### src/rtl/data_c_pipe_pack_if.sv
// Stream bundle for data_c_pipe_pack: narrow beat input side and packed wide word output side.
// master drives the beat stream and out_ready; slave is the packer itself.
interface data_c_pipe_pack_if #(
   parameter int unsigned DSIZE = 32,
   parameter int unsigned NUM   = 4
);
   logic                 in_valid;
   logic                 in_ready;
   logic [DSIZE-1:0]     in_data;
   logic                 in_last;
   logic                 out_valid;
   logic                 out_ready;
   logic [NUM*DSIZE-1:0] out_data;
   logic [NUM-1:0]       out_keep;
   logic                 out_last;

   modport master (
      output in_valid, in_data, in_last, out_ready,
      input  in_ready, out_valid, out_data, out_keep, out_last
   );

   modport slave (
      input  in_valid, in_data, in_last, out_ready,
      output in_ready, out_valid, out_data, out_keep, out_last
   );
endinterface

### src/rtl/data_c_pipe_pack.sv
// Packs NUM narrow beats into one registered wide word; in_last flushes a partial word with a keep mask.
// Build option: define DATA_C_PIPE_PACK_MSB_FIRST_EN to place the first beat (and keep bit) in the MSB lane.
module data_c_pipe_pack #(
   parameter int unsigned DSIZE = 32,
   parameter int unsigned NUM   = 4
) (
   input logic               clock,
   input logic               rst,
   data_c_pipe_pack_if.slave bus
);
   localparam int unsigned   CW        = (NUM > 1) ? $clog2(NUM) : 1;
   localparam logic [CW-1:0] LAST_LANE = CW'(NUM - 1);

   logic [CW-1:0]        cnt;
   logic [NUM*DSIZE-1:0] acc;
   logic [NUM-1:0]       keep_acc;
   logic [NUM*DSIZE-1:0] word;
   logic [NUM-1:0]       keep;
   logic                 out_valid_q;
   logic [NUM*DSIZE-1:0] out_data_q;
   logic [NUM-1:0]       out_keep_q;
   logic                 out_last_q;
   logic                 in_ready;
   logic                 accept;
   logic                 complete;

   assign in_ready = !out_valid_q || bus.out_ready;
   assign accept   = bus.in_valid && in_ready;
   assign complete = (cnt == LAST_LANE) || bus.in_last;

   // Accumulator with the current beat merged into lane cnt; loaded as a whole on completion.
   always_comb begin
      word = acc;
      keep = keep_acc;
      for (int unsigned k = 0; k < NUM; k++) begin
         if (cnt == CW'(k)) begin
`ifdef DATA_C_PIPE_PACK_MSB_FIRST_EN
            word[(NUM-1-k)*DSIZE +: DSIZE] = bus.in_data;
            keep[NUM-1-k]                  = 1'b1;
`else
            word[k*DSIZE +: DSIZE] = bus.in_data;
            keep[k]                = 1'b1;
`endif
         end
      end
   end

   always_ff @(posedge clock) begin
      if (rst) begin
         cnt         <= '0;
         acc         <= '0;
         keep_acc    <= '0;
         out_valid_q <= 1'b0;
         out_data_q  <= '0;
         out_keep_q  <= '0;
         out_last_q  <= 1'b0;
      end else begin
         if (out_valid_q && bus.out_ready)
            out_valid_q <= 1'b0;
         // A completing beat overrides the handshake clear so back-to-back words have no bubble.
         if (accept) begin
            if (complete) begin
               out_valid_q <= 1'b1;
               out_data_q  <= word;
               out_keep_q  <= keep;
               out_last_q  <= bus.in_last;
               cnt         <= '0;
               acc         <= '0;
               keep_acc    <= '0;
            end else begin
               acc      <= word;
               keep_acc <= keep;
               cnt      <= cnt + 1'b1;
            end
         end
      end
   end

   assign bus.in_ready  = in_ready;
   assign bus.out_valid = out_valid_q;
   assign bus.out_data  = out_data_q;
   assign bus.out_keep  = out_keep_q;
   assign bus.out_last  = out_last_q;
endmodule

### src/flat_wrapper.sv
// flat-port wrapper written by rule: the top's interface ports become plain ports
module data_c_pipe_pack_flat 
#(
   parameter int unsigned DSIZE = 32,
   parameter int unsigned NUM   = 4
)
  (clock, rst, bus_in_valid, bus_in_data, bus_in_last, bus_out_ready, bus_in_ready, bus_out_valid, bus_out_data, bus_out_keep, bus_out_last);
  data_c_pipe_pack_if #(.DSIZE(DSIZE), .NUM(NUM)) bus_i ();
  input logic clock;
  input logic rst;
  input wire logic [$bits(bus_i.in_valid)-1:0] bus_in_valid;
  input wire logic [$bits(bus_i.in_data)-1:0] bus_in_data;
  input wire logic [$bits(bus_i.in_last)-1:0] bus_in_last;
  input wire logic [$bits(bus_i.out_ready)-1:0] bus_out_ready;
  output wire logic [$bits(bus_i.in_ready)-1:0] bus_in_ready;
  output wire logic [$bits(bus_i.out_valid)-1:0] bus_out_valid;
  output wire logic [$bits(bus_i.out_data)-1:0] bus_out_data;
  output wire logic [$bits(bus_i.out_keep)-1:0] bus_out_keep;
  output wire logic [$bits(bus_i.out_last)-1:0] bus_out_last;
  assign bus_i.in_valid = bus_in_valid;
  assign bus_i.in_data = bus_in_data;
  assign bus_i.in_last = bus_in_last;
  assign bus_i.out_ready = bus_out_ready;
  assign bus_in_ready = bus_i.in_ready;
  assign bus_out_valid = bus_i.out_valid;
  assign bus_out_data = bus_i.out_data;
  assign bus_out_keep = bus_i.out_keep;
  assign bus_out_last = bus_i.out_last;
  data_c_pipe_pack #(.DSIZE(DSIZE), .NUM(NUM)) u_core (.clock(clock), .rst(rst), .bus(bus_i));
endmodule
### config.mk
export PLATFORM = sky130hd
export DESIGN_NAME = data_c_pipe_pack_flat
export DESIGN_NICKNAME = d
export VERILOG_FILES = /design/src/rtl/data_c_pipe_pack_if.sv /design/src/rtl/data_c_pipe_pack.sv /design/src/flat_wrapper.sv
export SDC_FILE = /design/constraint.sdc
export NUM_CORES = 1
export LEC_CHECK = 0
export BUFFER_PORTS_ARGS = -buffer_cell sky130_fd_sc_hd__buf_2
export CAP_MARGIN = 25
export CELL_PAD_IN_SITES_DETAIL_PLACEMENT = 1
export CELL_PAD_IN_SITES_GLOBAL_PLACEMENT = 2
export CORE_UTILIZATION = 39
export DETAILED_ROUTE_END_ITERATION = 8
export PLACE_DENSITY = 0.83
export SYNTH_ARGS = -nofsm -noshare
export SYNTH_HDL_FRONTEND = slang
export SYNTH_SLANG_ARGS = --single-unit
### constraint.sdc
create_clock -name clock -period 3.1 [get_ports clock]
set_input_delay 0.62 -clock clock [delete_from_list [all_inputs] [get_ports clock]]
set_output_delay 0.62 -clock clock [all_outputs]
set_load 0.005 [all_outputs]
* After elaboration in Yosys (flattened, before gate mapping) *
Index checks and enable logic that the tools add are counted.

storage, ports and cells
  bits in registers = 268
  input port bits = 37
  logic and storage cells = 32

operators by class
  muxes and demuxes = 14
  reduce and logical (&&, ||, !) cells = 7
  equal/unequal tests = 3
  add/subtract/negate cells = 1

operators with widths
  cell                   count
  $mux W128              1
  $mux W32               4
  $mux W1                7
  $eq A2 B2 Y1 const B   2
  $mux W4                1
  $add A2 B1 Y2 const B  1
  $eq A2 B1 Y1 const B   1
  $logic_and A1 B1 Y1    2
  $logic_not A2 Y1       1
  $logic_or A1 B1 Y1     2
  $mux W2                1
  $reduce_and A2 Y1      1
  $logic_not A1 Y1       1

* Longest topological paths before layout *
Gate-level depths: netlist (run 1).

  word-level depth = 4
  depth in mapped cells = 8
  gate-level depth less buffers = 4

* Worst setup path after synthesis (run 1) *
OpenSTA, ideal clock, no wires.

  kind = input -> register
  start point = input bus_in_valid
  end point = register u_core.out_data_q[63] (netlist: u_core.bus.out_data[63])
  data arrival time = 1.597 ns
  slack = 1.369 ns
  data required time = 2.966 ns
  buffers on the path = 4
  cell stages on the path = 7
  path through = buf_4 -> inv_2 -> nor3_1 -> buf_2 -> buf_4 -> buf_2 -> a211oi_1

on the way
  cells in the longest elaborated chain, start to end = 2

RTL lines
  item                         RTL line                text
  from (decl)                  flat_wrapper.sv:11      input wire logic [$bits(bus_i.in_valid)-1:0] bus_in_valid;
  $logic_and A1 B1 Y1          data_c_pipe_pack.sv:28  assign accept = bus.in_valid && in_ready;
  $reduce_and A2 Y1 (no line)  n/a
  to (signal assigned)         data_c_pipe_pack.sv:64  out_data_q <= word;
  to (decl)                    data_c_pipe_pack.sv:20  logic [NUM*DSIZE-1:0] out_data_q;

No other way between the ends.
A chain may end at the register's enable or synchronous reset.

* Final worst setup path (run 1) *
  start point = register u_core.cnt[0]
  end point = register u_core.out_data_q[75] (netlist: u_core.bus.out_data[75])

on the way
  cells in the longest elaborated chain, start to end = 3

RTL lines
  item                         RTL line                text
  from (decl)                  data_c_pipe_pack.sv:14  logic [CW-1:0] cnt;
  from (signal assigned)       data_c_pipe_pack.sv:73  cnt <= cnt + 1'b1;
  $eq A2 B2 Y1                 data_c_pipe_pack.sv:29  assign complete = (cnt == LAST_LANE) || bus.in_last;
  $logic_or A1 B1 Y1           data_c_pipe_pack.sv:29
  $reduce_and A2 Y1 (no line)  n/a

Several ways; a longest one is shown, not always the timed one.

==> reports/summary.txt, run 1 <==
First-pass GRT wire length = 52,000 um
Die Wd = 169 um
Total grt overflow = 0
Worst-Skew Late Latency = 0.55 ns
GP Congestion = 0.738
CTS buffer count = 30
CTS tree = done
Final WL = 32,900 um
Via density = 5.91
Clock H-tree levels = 1
Nature of the critical path endpoint = register
1st-pass router iterations = 5
Share of cells above drive strength 1 = 23.4%
Setup TNS = 0 ns
Largest net degree at the start of global routing = 91
Max Clk Rate = 0.440 GHz
Vias in the first global route = 9,018
Outcome = finished, final reports clean
Arrival time worst endpoint = 2.72 ns
ANT nets after route = 0
Hold_buf cts = 0
P&R area growth vs syn = 17.0%
Register area share after synthesis = 49.3%
# setup viols final = 0
Initial antenna violation count = 0
CTS Sinks = 268
Mapped cell area = 0.0109 mm^2
Die footprint = 0.0286 mm^2
I/O Pins = 172
Tmin final = 2.27 ns
Leak pwr = 4.77 nW
Clock transition at path regs = 0.06 ns
Worst Skew = 0.00917 ns
Setup WS pre-CTS = 0.748 ns
Core area = 0.0272 mm^2
Root Buffer = clkbuf_16
Async S/R FF share, synth = 0%
Initial DRC count = 419
Final Max Tran Viols = 0
Yosys cell types = 32
Ant. Diodes = 0
Num rows = 60
Dpl hpwl = 19,100 um
Most common flop cell mapped by yosys = dfxtp_1
Nets = 1,128
Crit path launch type = register
Fin crit share = 73.3%
DR vias = 8,759
Max VDD drop = 0.410 mV
Max FO, Critical Path = 74
Synth Register Bits = 268
Final hold viol count = 0
Synth Instances = 991
# DRC = 0
Slew @ Worst Pin = 0.897 ns
Worst Slack Setup Final = 0.828 ns
Syn Nets = 1,032
Slew Limit Headroom = 40.2%
Synth warn = 0
Crit path kind = register to register
Initial core utilization = 40.1%
Max_cap viols = 0
Hold WC Path Type = primary input to register
Unrepaired setup endpoints after global routing = false
Post-synth EDFFs = 0
Avg WL per Cell = 22.2 um
Most common cell after layout, fill and taps aside = dfxtp_1
Die H = 169 um
Worst EP required = 3.55 ns
Syn avg cell area = 11.0 um^2
Total GRT Usage = 22.6%
CTS resizes = 0
PD cells = 639 mW/mm^2
Number of post-CTS setup repair buffers = 0
Longest Clk Path Bufs = 3
I/O Buffers = 171
Most frequent cells in the layout = dfxtp_1, buf_2, a31oi_1, a211oi_1, mux2i_1
-- cells in the mapped netlist, types with 2 or more instances --
cell	number	area share (%)
o21a_1	2	0.14
buf_4	3	0.21
and2_1	33	1.9
nor3_1	5	0.23
a21oi_1	3	0.14
nor2b_1	32	1.8
a31oi_1	134	7.7
buf_6	21	2.2
mux2i_1	128	12
inv_2	2	0.069
dfxtp_1	268	49
clkbuf_1	44	1.5
o211ai_4	3	0.59
buf_1	2	0.069
a32o_1	96	8.8
buf_2	60	2.8
a211oi_1	131	9.0
nor2_1	3	0.10
inv_1	3	0.10
and4_1	3	0.24
ha_1	4	0.46
-- cell families after synthesis --
kind of cell | Yosys count | synth area share [%]
compound gates | 373 | 26.8
flops | 268 | 49.3
buf+inv | 136 | 6.95
mux | 128 | 11.8
simple gates | 82 | 4.71
fa+ha+maj | 4 | 0.460
-- layer usage --
layer / GRT usage (%) / share of wire (%) / vias up
li1: - / - / 4087
met1: 30.5 / 47 / 4429
met2: 38.2 / 47 / 207
met3: 3.11 / 4.0 / 36
met4: 5.41 / 2.0 / 0
met5: 0 / 0 / -
-- critical path, cell delays in order (launching register included) --
cell and delay [ns]:
dfxtp_1 0.39, ha_2 0.23, or2_4 0.32, buf_4 0.72, a31oi_1 0.18, a211oi_1 0.25
-- power breakdown --
part	total [mW]	switching [mW]	leakage (nW)	internal, mW
Sequential	3.68	0.0930	2.19	3.59
Combinational	0.852	0.528	2.09	0.324
Clock	3.61	1.43	0.496	2.18
-- stage by stage --
step | util [%] | power (mW) | area, um^2 | cells | hold WS [ns]
after floorplan | - | 4.28 | 10900 | 991 | 0.422
after global placement | 43.2 | 4.59 | 11700 | 1427 | 0.434
after detailed placement | 43.2 | 4.61 | 11700 | 1427 | 0.436
after CTS | 46.9 | 8.21 | 12700 | 1481 | 0.404
after global routing | 46.9 | 8.43 | 12700 | 1481 | 0.439
final | 46.9 | 8.14 | 12700 | 1481 | 0.419
-- registers in the layout, indices dropped and copies added (netlist names) --
name and flops:
u_core.bus.out_data 128, u_core.bus.out_last 1, u_core.bus.out_valid 1, u_core.acc 128, u_core.keep_acc 4, u_core.cnt 2
u_core.bus.out_keep 4
-- cell type report --
| type | count | area [um^2] |
|---|---|---|
| clock buffer | 46 | 912 |
| timing repair buffer | 194 | 1090 |
| tap | 372 | 465 |
| clock inverter | 8 | 96.3 |
| multi-input combinational | 587 | 4790 |
| fill | 3003 | 14400 |
| inverter | 6 | 26.3 |
| sequential | 268 | 5370 |
-- final timing paths --
path                                                 to          startpoint  cells after the start  slack [ns]
worst min-delay path                u_core.bus.out_last         bus_in_last                      3        0.42
worst max-delay path            u_core.bus.out_data[75]       u_core.cnt[0]                      5        0.83
worst min register to register       u_core.keep_acc[3]  u_core.keep_acc[3]                      1        0.45
worst max register to register  u_core.bus.out_data[75]       u_core.cnt[0]                      5        0.83
No activity file was read; power rests on OpenSTA's default activity.
==> inputs of run 2 (changes only) <==
- CORE_UTILIZATION: 39 -> 37
- PLACE_DENSITY: 0.83 -> 0.79
- clock period: 3.1 -> 2.2 ns (I/O delays scaled with it)
==> run 2 against run 1 <==
Effect of this change:
- largest cell class unchanged
- non-clock buffer count increased by 7
- register-to-register slack lost 0.59 ns
- total power up 41%
- global-route usage shrank 1.0 points
- die area is 5.3% higher
- sequential share of layout area down 0.49 points
- largest power group unchanged
- sequential cell count stayed put
- combinational power increased by 44%
- design area rose by 1.2%
==> reports/summary.txt, run 2 (synthesis results as in run 1) <==
Outcome = finished, final reports clean
CTS Sinks = 268
Crit path kind = register to output port
Die Wd = 174 um
Share of cells above drive strength 1 = 23.8%
Worst-Skew Late Latency = 0.55 ns
P&R area growth vs syn = 18.4%
Die H = 174 um
Max_cap viols = 0
Number of post-CTS setup repair buffers = 0
Crit path launch type = register
Slew @ Worst Pin = 0.909 ns
# DRC = 0
Clock H-tree levels = 1
Max FO, Critical Path = 75
Core area = 0.0289 mm^2
Setup WS pre-CTS = 0.237 ns
First-pass GRT wire length = 53,000 um
PD cells = 889 mW/mm^2
Tmin final = 2.07 ns
Die footprint = 0.0301 mm^2
Most frequent cells in the layout = dfxtp_1, buf_2, a31oi_1, a211oi_1, mux2i_1
Worst Slack Setup Final = 0.132 ns
Clock transition at path regs = 0.06 ns
# setup viols final = 0
Nature of the critical path endpoint = output port
Via density = 5.89
Unrepaired setup endpoints after global routing = false
Nets = 1,134
Vias in the first global route = 9,137
GP Congestion = 0.761
Num rows = 62
CTS buffer count = 29
Ant. Diodes = 0
Longest Clk Path Bufs = 3
Reg2Reg Depth = 4
Total GRT Usage = 21.6%
Final WL = 33,300 um
Max Clk Rate = 0.484 GHz
CTS tree = done
I/O Buffers = 171
Arrival time worst endpoint = 1.63 ns
Setup TNS = 0 ns
Worst EP required = 1.76 ns
Initial DRC count = 489
Final hold viol count = 0
Final Max Tran Viols = 0
Total grt overflow = 0
1st-pass router iterations = 4
ANT nets after route = 0
Hold WC Path Type = primary input to register
Largest net degree at the start of global routing = 130
Initial core utilization = 37.7%
Initial antenna violation count = 0
Worst Skew = 0.0206 ns
Max VDD drop = 0.605 mV
Avg WL per Cell = 22.3 um
Fillers = 3,199
Slew Limit Headroom = 39.4%
Leak pwr = 4.84 nW
Root Buffer = clkbuf_16
Most common cell after layout, fill and taps aside = dfxtp_1
DR vias = 8,817
I/O Pins = 172
Fin crit share = 94.0%
Dpl hpwl = 19,700 um
Hold depth = 3
run 2: changes by cell type in the layout (fill, tap and decap cells not counted), sizes merged:
cell,delta
buf,+7
clkinv,-2
bufinv,+1
clkbuf,-1
clkinvlp,-1
run 2: final timing paths:
| check | startpoint | end | slack, ns |
|---|---|---|---|
| setup / recovery | u_core.bus.out_valid | bus_in_ready | 0.13 |
| hold / removal | bus_in_last | u_core.bus.out_last | 0.24 |
| setup reg to reg | u_core.cnt[1] | u_core.acc[11] | 0.24 |
| hold reg to reg | u_core.acc[110] | u_core.acc[110] | 0.46 |
run 2: per-stage QoR:
stage | total power, mW | hold WS [ns] | cell area (um^2) | util (%) | instances
floorplan | 6.04 | 0.422 | 10900 | - | 991
global placement | 6.50 | 0.434 | 11900 | 41.2 | 1446
detailed placement | 6.53 | 0.443 | 11900 | 41.2 | 1446
CTS | 11.6 | 0.224 | 12900 | 44.6 | 1497
global route | 11.9 | 0.270 | 12900 | 44.7 | 1497
finish | 11.5 | 0.241 | 12900 | 44.7 | 1497
run 2: power breakdown:
part	switching [mW]	internal, mW
clock network	1.94	3.09
registers	0.126	5.06
logic	0.752	0.481
total	2.82	8.63
run 2: critical path, cell delays in order (launching register included):
cell and delay [ns]:
dfxtp_1 0.31, nor2b_4 0.15, inv_4 0.15, buf_16 0.29
buf_2 0.18
run 2: area by class of cell:
type	count	area (um^2)	share of cell area [%]
multi-input cells	587	4790	37.1
inverters	6	26.3	0.204
repair buffers	201	1230	9.58
flip-flops and latches	268	5370	41.6
clock buffers	45	886	6.87
clock inverters	6	109	0.845
well taps	384	480	3.73
run 2: metal layers:
layer,global-route usage [%],vias to the layer above,wire length [um]
met1,29.3,4493,15400
met5,0,-,0
met2,36.6,195,16200
met4,4.20,0,496
met3,2.94,40,1310
li1,-,4089,-
run 2: timing repair:
| action | CTS | global route |
|---|---|---|
| hold buffers | 0 | 0 |
| endpoints found under the setup margin | 0 | 1 |
| resized for setup | 0 | 1 |
| endpoints found under the hold margin | 0 | 0 |
==> inputs of run 3 (changes only) <==
- GPL_TIMING_DRIVEN: default -> 1
- clock period: 2.2 -> 2.3 ns (I/O delays scaled with it)
==> run 3 against run 2 <==
Effect of this change:
- design area is 0.35% lower
- sequential cell count stayed put
- routed wire length is 1.2% lower
- critical path type unchanged
- critical endpoint unchanged
==> reports/summary.txt, run 3 (synthesis results as in run 1) <==
Vias in the first global route = 9,045
Crit path kind = register to output port
I/O Buffers = 171
Tmin final = 2.12 ns
Total grt overflow = 0
Nets = 1,131
Arrival time worst endpoint = 1.66 ns
Hold path start = rst
Unrepaired setup endpoints after global routing = false
Final WL = 32,900 um
CP max-delay cell = dfxtp_1
CTS buffer count = 29
Max_cap viols = 0
P&R area growth vs syn = 18.0%
Die H = 174 um
DR vias = 8,713
Flop2flop setup slack = 0.29 ns
Worst EP required = 1.84 ns
Via density = 5.82
Final Max Tran Viols = 0
CP top delay family = buffers and inverters
Outcome = finished, final reports clean
Fin crit share = 92.3%
Number of post-CTS setup repair buffers = 0
Dpl hpwl = 19,500 um
Slew @ Worst Pin = 0.849 ns
Die Wd = 174 um
Critical path's largest stage delay = 0.30 ns
1st-pass router iterations = 5
# setup viols final = 0
Slew Limit Headroom = 43.4%
Worst path cell trace = nor2b_4, inv_4, buf_12, buf_2
PD cells = 852 mW/mm^2
Num rows = 62
Longest Clk Path Bufs = 3
Initial core utilization = 37.7%
Crit path launch type = register
Root Buffer = clkbuf_16
Initial antenna violation count = 0
Hold Crit Endpoint = u_core.bus.out_keep[0]
Setup TNS = 0 ns
GP Congestion = 0.732
CTS Sinks = 268
Leak pwr = 4.82 nW
Clock transition at path regs = 0.06 ns
Hold_buf cts = 0
Ant. Diodes = 0
Fillers = 3,199
First-pass GRT wire length = 52,700 um
Max Clk Rate = 0.471 GHz
Die footprint = 0.0301 mm^2
Avg WL per Cell = 22.0 um
CTS resizes = 0
Reg2Reg Depth = 5
Most frequent cells in the layout = dfxtp_1, buf_2, a31oi_1, a211oi_1, mux2i_1
Max VDD drop = 0.474 mV
Share of cells above drive strength 1 = 23.8%
Max FO, Critical Path = 60
Worst-Skew Late Latency = 0.55 ns
Hold depth = 2
Final hold viol count = 0
Buffers and inverters on the worst path = 3
Largest net degree at the start of global routing = 107
Worst r2r src = u_core.cnt[1]
Most common cell after layout, fill and taps aside = dfxtp_1
Reg-to-reg endpoint = u_core.bus.out_data[44]
I/O Pins = 172
Clock H-tree levels = 1
Nature of the critical path endpoint = output port
CTS tree = done
ANT nets after route = 0
Initial DRC count = 555
Worst Skew = 0.0148 ns
Hold WC Path Type = primary input to register
Core area = 0.0289 mm^2
Total GRT Usage = 21.6%
Min Hold Slack = 0.211 ns
# DRC = 0
==> run 3: cell count changes in the layout (fill, tap and decap cells not counted) <==
cell,delta
clkinv_2,+4
inv_6,+1
clkbuf_1,-1
clkbuf_8,-2
buf_16,-1
buf_4,-2
==> run 3: stage by stage <==
step                worst slack [ns]  cell area [um^2]  util [%]  cells  power [mW]
floorplan                      0.678             10900         -    991        5.77
global placement               0.369             11900      41.1   1443        6.22
detailed placement             0.300             11900      41.1   1443        6.24
CTS                            0.135             12800      44.5   1496        11.1
global route                  0.0736             12800      44.5   1496        11.4
finish                         0.177             12800      44.5   1496        10.9
==> run 3: power breakdown <==
part / internal [mW] / switching, mW / leakage [nW]
Combinational: 0.455 / 0.720 / 2.14
Clock: 2.91 / 1.91 / 0.496
Sequential: 4.84 / 0.118 / 2.19
Total: 8.20 / 2.75 / 4.82
==> run 3: final cells by class <==
class                           count  area, um^2  share of cell area, %
Clock buffer                       42         855                   6.65
Sequential cell                   268        5370                   41.8
Inverter                            6        26.3                  0.205
Clock inverter                     11         138                   1.07
Tap cell                          384         480                   3.74
Multi-Input combinational cell    587        4790                   37.3
Timing Repair Buffer              198        1190                   9.28
==> run 3: worst max path at each step <==
| stage | cells past startpoint | startpoint | slack (ns) | to |
|---|---|---|---|---|
| after detailed placement | 7 | bus_out_ready | 0.30 | u_core.bus.out_data[53] |
| final | 4 | u_core.bus.out_valid | 0.18 | bus_in_ready |
| after global routing | 4 | u_core.bus.out_valid | 0.07 | bus_in_ready |
| after CTS | 4 | u_core.bus.out_valid | 0.14 | bus_in_ready |
| after floorplan | 8 | u_core.cnt[0] | 0.68 | u_core.bus.out_data[13] |
| after global placement | 5 | u_core.cnt[0] | 0.37 | u_core.bus.out_data[40] |
==> run 3: worst register-to-register path, cell delays in order (launching register included) <==
cell and delay, ns:
dfxtp_1 0.39, ha_2 0.28, or2_4 0.37, buf_12 0.43, a31oi_1 0.20, a211oi_1 0.26
==> run 3: metal layers <==
| layer | vias to the layer above | global-route usage, % | part of all wire [%] |
|---|---|---|---|
| met5 | - | 0 | 0 |
| met4 | 0 | 4.46 | 1.4 |
| met3 | 31 | 3.53 | 4.3 |
| met2 | 189 | 36.5 | 47 |
| met1 | 4395 | 28.9 | 47 |
| li1 | 4098 | - | - |
